==> src/rtl/viterbi_decoder_if.sv <==
// Symbol/decoded-bit handshake for the hard-decision Viterbi decoder.
// The master drives code symbols; the slave (decoder) returns decoded bits.
interface viterbi_decoder_if;
  logic [1:0] code_in_sig;
  logic       code_valid_sig;
  logic       decode_sig;
  logic       decode_valid_sig;

  modport master (
    output code_in_sig,
    output code_valid_sig,
    input  decode_sig,
    input  decode_valid_sig
  );

  modport slave (
    input  code_in_sig,
    input  code_valid_sig,
    output decode_sig,
    output decode_valid_sig
  );
endinterface

==> src/rtl/viterbi_decoder.sv <==
// Hard-decision Viterbi decoder, rate-1/2 K=3 (7,5) code, 4 states,
// saturating ACS with per-symbol normalisation and register-exchange survivors.
module viterbi_decoder #(
  parameter int unsigned TB_DEPTH = 16,
  parameter int unsigned PM_W     = 6
) (
  input  logic              clk10M_sig,
  input  logic              reset_sig,
  viterbi_decoder_if.slave  bus
);

  localparam logic [PM_W-1:0] PM_MAX    = '1;
  localparam int unsigned     CNT_W     = $clog2(TB_DEPTH);
  localparam logic [CNT_W-1:0] FILL_LAST = CNT_W'(TB_DEPTH - 1);

  logic [PM_W-1:0]     pm_q   [4];
  logic [PM_W-1:0]     pm_d   [4];
  logic [PM_W-1:0]     acs_pm [4];
  logic [TB_DEPTH-1:0] path_q [4];
  logic [TB_DEPTH-1:0] path_d [4];
  logic [CNT_W-1:0]    fill_q;
  logic [PM_W-1:0]     min_pm;
  logic [1:0]          best;

  // Encoder output for state {s1,s0} and input u: {u^s1^s0, u^s0}.
  function automatic logic [1:0] branch_code(input logic [1:0] s, input logic u);
    return {u ^ s[1] ^ s[0], u ^ s[0]};
  endfunction

  function automatic logic [1:0] hamming(input logic [1:0] a, input logic [1:0] b);
    logic [1:0] x;
    x = a ^ b;
    return {1'b0, x[1]} + {1'b0, x[0]};
  endfunction

  function automatic logic [PM_W-1:0] sat_add(input logic [PM_W-1:0] a, input logic [1:0] b);
    logic [PM_W:0] s;
    s = {1'b0, a} + {{(PM_W-1){1'b0}}, b};
    return s[PM_W] ? PM_MAX : s[PM_W-1:0];
  endfunction

  // Add-compare-select: next state {u,s1} is reached from {s1,0} or {s1,1};
  // ties favour the s0=0 predecessor.
  always_comb begin
    for (int unsigned ns = 0; ns < 4; ns++) begin
      logic [1:0]      ns_v;
      logic [1:0]      pred0;
      logic [1:0]      pred1;
      logic [PM_W-1:0] cand0;
      logic [PM_W-1:0] cand1;
      ns_v  = 2'(ns);
      pred0 = {ns_v[0], 1'b0};
      pred1 = {ns_v[0], 1'b1};
      cand0 = sat_add(pm_q[pred0], hamming(bus.code_in_sig, branch_code(pred0, ns_v[1])));
      cand1 = sat_add(pm_q[pred1], hamming(bus.code_in_sig, branch_code(pred1, ns_v[1])));
      if (cand1 < cand0) begin
        acs_pm[ns] = cand1;
        path_d[ns] = {path_q[pred1][TB_DEPTH-2:0], ns_v[1]};
      end else begin
        acs_pm[ns] = cand0;
        path_d[ns] = {path_q[pred0][TB_DEPTH-2:0], ns_v[1]};
      end
    end
  end

  // Best state and normalisation; strict '<' keeps the lowest index on ties.
  always_comb begin
    best   = 2'd0;
    min_pm = acs_pm[0];
    for (int unsigned i = 1; i < 4; i++) begin
      if (acs_pm[i] < min_pm) begin
        min_pm = acs_pm[i];
        best   = 2'(i);
      end
    end
    for (int unsigned i = 0; i < 4; i++) begin
      pm_d[i] = acs_pm[i] - min_pm;
    end
  end

  always_ff @(posedge clk10M_sig or negedge reset_sig) begin
    if (!reset_sig) begin
      pm_q[0] <= '0;
      for (int unsigned i = 1; i < 4; i++) pm_q[i] <= PM_MAX;
      for (int unsigned i = 0; i < 4; i++) path_q[i] <= '0;
      fill_q               <= '0;
      bus.decode_sig       <= 1'b0;
      bus.decode_valid_sig <= 1'b0;
    end else begin
      bus.decode_valid_sig <= 1'b0;
      if (bus.code_valid_sig) begin
        for (int unsigned i = 0; i < 4; i++) begin
          pm_q[i]   <= pm_d[i];
          path_q[i] <= path_d[i];
        end
        if (fill_q != FILL_LAST) fill_q <= fill_q + CNT_W'(1);
        bus.decode_valid_sig <= (fill_q == FILL_LAST);
        bus.decode_sig       <= path_d[best][TB_DEPTH-1];
      end
    end
  end

endmodule

==> src/flat_wrapper.sv <==
// flat-port wrapper written by rule: the top's interface ports become plain ports
module viterbi_decoder_flat 
#(
  parameter int unsigned TB_DEPTH = 16,
  parameter int unsigned PM_W     = 6
)
  (clk10M_sig, reset_sig, bus_code_in_sig, bus_code_valid_sig, bus_decode_sig, bus_decode_valid_sig);
  viterbi_decoder_if bus_i ();
  input  logic clk10M_sig;
  input  logic reset_sig;
  input wire logic [$bits(bus_i.code_in_sig)-1:0] bus_code_in_sig;
  input wire logic [$bits(bus_i.code_valid_sig)-1:0] bus_code_valid_sig;
  output wire logic [$bits(bus_i.decode_sig)-1:0] bus_decode_sig;
  output wire logic [$bits(bus_i.decode_valid_sig)-1:0] bus_decode_valid_sig;
  assign bus_i.code_in_sig = bus_code_in_sig;
  assign bus_i.code_valid_sig = bus_code_valid_sig;
  assign bus_decode_sig = bus_i.decode_sig;
  assign bus_decode_valid_sig = bus_i.decode_valid_sig;
  viterbi_decoder #(.TB_DEPTH(TB_DEPTH), .PM_W(PM_W)) u_core (.clk10M_sig(clk10M_sig), .reset_sig(reset_sig), .bus(bus_i));
endmodule
==> config.mk <==
export PLATFORM = sky130hd
export DESIGN_NAME = viterbi_decoder_flat
export DESIGN_NICKNAME = d
export VERILOG_FILES = /design/src/rtl/viterbi_decoder_if.sv /design/src/rtl/viterbi_decoder.sv /design/src/flat_wrapper.sv
export SDC_FILE = /design/constraint.sdc
export NUM_CORES = 1
export LEC_CHECK = 0
export ABC_AREA = 1
export BUFFER_PORTS_ARGS = -buffer_cell sky130_fd_sc_hd__buf_2
export CORE_ASPECT_RATIO = 1.25
export CORE_UTILIZATION = 25
export CTS_BUF_LIST = sky130_fd_sc_hd__clkbuf_4
export DETAILED_ROUTE_END_ITERATION = 7
export PLACE_DENSITY_LB_ADDON = 0.25
export SYNTH_ARGS = -nofsm -noshare
export SYNTH_HDL_FRONTEND = slang
export SYNTH_SLANG_ARGS = --single-unit
==> constraint.sdc <==
create_clock -name clk10M_sig -period 12.56 [get_ports clk10M_sig]
set_input_delay 3.14 -clock clk10M_sig [delete_from_list [all_inputs] [get_ports clk10M_sig]]
set_output_delay 3.14 -clock clk10M_sig [all_outputs]
set_load 0.05 [all_outputs]
==> metrics.txt <==
Simple-Gate Fraction of Synth Area=29.9%; number of global-route vias before repair=6421; WL per Instance=14.4 µm; CTS tree=yes; synthesized-area fraction occupied by adder cells=9.81%; routability cong.=0.850; worst skew pair latency=490 ps; Slew headroom=34.9%; skew final=19.2 ps; worst min path class=register to register; total core area=29400 µm²; Synth top area share=22.3%; pin count of the biggest net entering global routing=81; Arr. time, crit path=11810 ps; outcome=completed; # nets final=1137; post-synth top area cell=dfrtp_1; die area=30800 µm²; clk sink count=85; CP endpoint kind=register; Final Setup Violations=0; Crit path max-delay family=compound AO/OA/AOI/OAI gates; max-cap viol count=0; Post-route DRC=0; initial DRC count=346; Die W=157 µm; area grow syn2layout=6.92%; cell count of the worst hold path=2; largest family of logic cells by synthesized area=simple AND/OR/NAND/NOR gates; number of synthesized flops with an enable pin=0; Stages on worst setup path=45; Vias/cell=4.57; Max clock buf depth=2; fin crit period=11370 ps; crit path launch type=input pin; syn_nets=1145; Synth Warn #=0; CTS Hold Bufs=0; #FFs+latches synth=85; Final TNS setup=0 ps; Synth Area in Compound Gates=19.1%; Post-synth top flop=dfrtp_1; commonest cells in the netlist=249 x nand2_1, 149 x o21ai_0, 137 x inv_1; CP peak stage delay=750 ps; hpwl dp=16.1 mm; post-cts resize count=0; vias=6736; DRT antenna net count=0; Cell Area, Placed=7920 µm²; Total Routing Usage GR=14.5%; clock slew at reported path FFs=150 ps; first-pass GRT wire length=34.3 mm; Max Freq=0.0879 GHz; distinct cell type count after synthesis=52; row count=70; most frequent cell on the critical path=nand2_1; most common cell in the netlist=nand2_1; Die H=196 µm; worst path required time=13000 ps; Worst Tran Pin Value=966 ps; htree depth=3; area share of xor/xnor cells in the synthesized design=2.21%; crit share post-route=90.5%; post-layout instance area=8050 µm²; PortBufs=6; Fill cells=3276; syn_area_per_cell=6.96 µm²; total CTS buffers=9; cell count after synthesis=1081; Post-CTS Setup Inserts=0; Critical-path top delay cell=o21ai_0; synthesized cell area=7520 µm²; fin. max-slew vios=0; GR Overflow Total=0; CP max FO=22; post-synthesis mux area share=0%; register area share after synthesis=28.6%; CP Class=input pin to register; TritonRoute pass-1 iters=5; buffer and inverter count on the worst path=8; Synth area leaders=dfrtp_1 22%, nand2_1 12%, o21ai_0 9.9%, ha_1 9.8%, inv_1 6.8%; root buffer cell=clkbuf_4; asr flop ratio synth=100%; WHS=489 ps; Post-Route WL=21.2 mm; Worst R2R Path Depth=41; RSZ-0062 raised after global routing=no; Starting Density=25.6%; Final Hold Violating Endpoints=0; share of cells above drive strength 1=13.0%; initial antenna violation count=1; # IOs=7
-- sequential cells by signal, indices dropped and copies added (netlist names) --
| name | flops |
|---|---|
| u_core.fill_q | 4 |
| u_core.pm_q | 24 |
| u_core.bus.decode_valid_sig | 1 |
| u_core.path_q | 55 |
| u_core.bus.decode_sig | 1 |
-- through the flow --
stage                     setup WS, ps  cells  utilization, %
after CTS                         1230   1474            27.3
after global routing               526   1475            27.3
after detailed placement           735   1458            26.9
after global placement             762   1458            26.9
final                             1190   1475            27.3
after floorplan                   2460   1081               -
-- final cells by class --
cell class	count	area, µm²	share of cell area [%]
multi-input combinational	809	4600	57.2
sequential	85	2150	26.7
inverter	154	586	7.28
tap	396	495	6.16
timing repair buffer	14	92.6	1.15
clock buffer	10	75.1	0.933
clock inverter	6	46.3	0.575
antenna	1	2.50	0.0311
-- worst register-to-register path, delay by kind of cell (launching register included) --
kind | cells | cell delay, ps
xor+xnor | 1 | 250
fa+ha+maj | 6 | 1930
simple gates | 18 | 2060
flops | 1 | 620
buf+inv | 5 | 560
compound gates | 11 | 3180
-- cell families (layout without fill, tap and decap cells) --
group | Yosys count | after routing
adders and majority gates | 59 | 59
AOI/OAI and AO/OA | 254 | 254
and+or+nand+nor | 477 | 477
other | 0 | 1
xor gates and xnor gates | 19 | 19
buffers and inverters | 187 | 184
DFF | 85 | 85
-- path summary, 6_finish.rpt --
check                                    from                end  slack, ps
max                        bus_code_in_sig[0]     u_core.pm_q[5]       1190
max in group asynchronous           reset_sig    u_core.pm_q[20]       8810
min reg2reg                 u_core.path_q[33]  u_core.path_q[33]        490
min                         u_core.path_q[33]  u_core.path_q[33]        490
max reg2reg                    u_core.pm_q[1]     u_core.pm_q[5]       3920
min in group asynchronous           reset_sig  u_core.path_q[58]       2500
-- cell usage in the layout (no fill, tap or decap), types with 4 or more instances in the layout --
cell      count
o21ai_1      10
a21oi_2       4
nand3_4       6
o21ai_2       5
clkbuf_4     10
nand3_1      81
o21ai_0     149
nand3_2       9
nand2_1     249
nor2_4        7
o21bai_1      8
dfrtp_1      67
buf_4         9
dfstp_2      18
ha_1         59
nand2_2      23
inv_1       137
xnor2_1       9
o21a_1        8
nand2_4       8
o22ai_1       6
inv_2        13
buf_2         5
a21oi_1      47
xor2_1       10
nor2_2        6
nor2_1       74
-- per-layer routing --
layer | share of wire, % | global-route usage [%] | wire length (µm)
met1 | 44 | 17.8 | 9360
met2 | 50 | 25.2 | 10700
met5 | 0 | 0 | 0
met3 | 2.4 | 1.63 | 500
met4 | 3.1 | 6.15 | 650
Power is left out: the tool's default activity adds up to more than one toggle a clock period on the data nets, which glitch-free logic cannot reach.
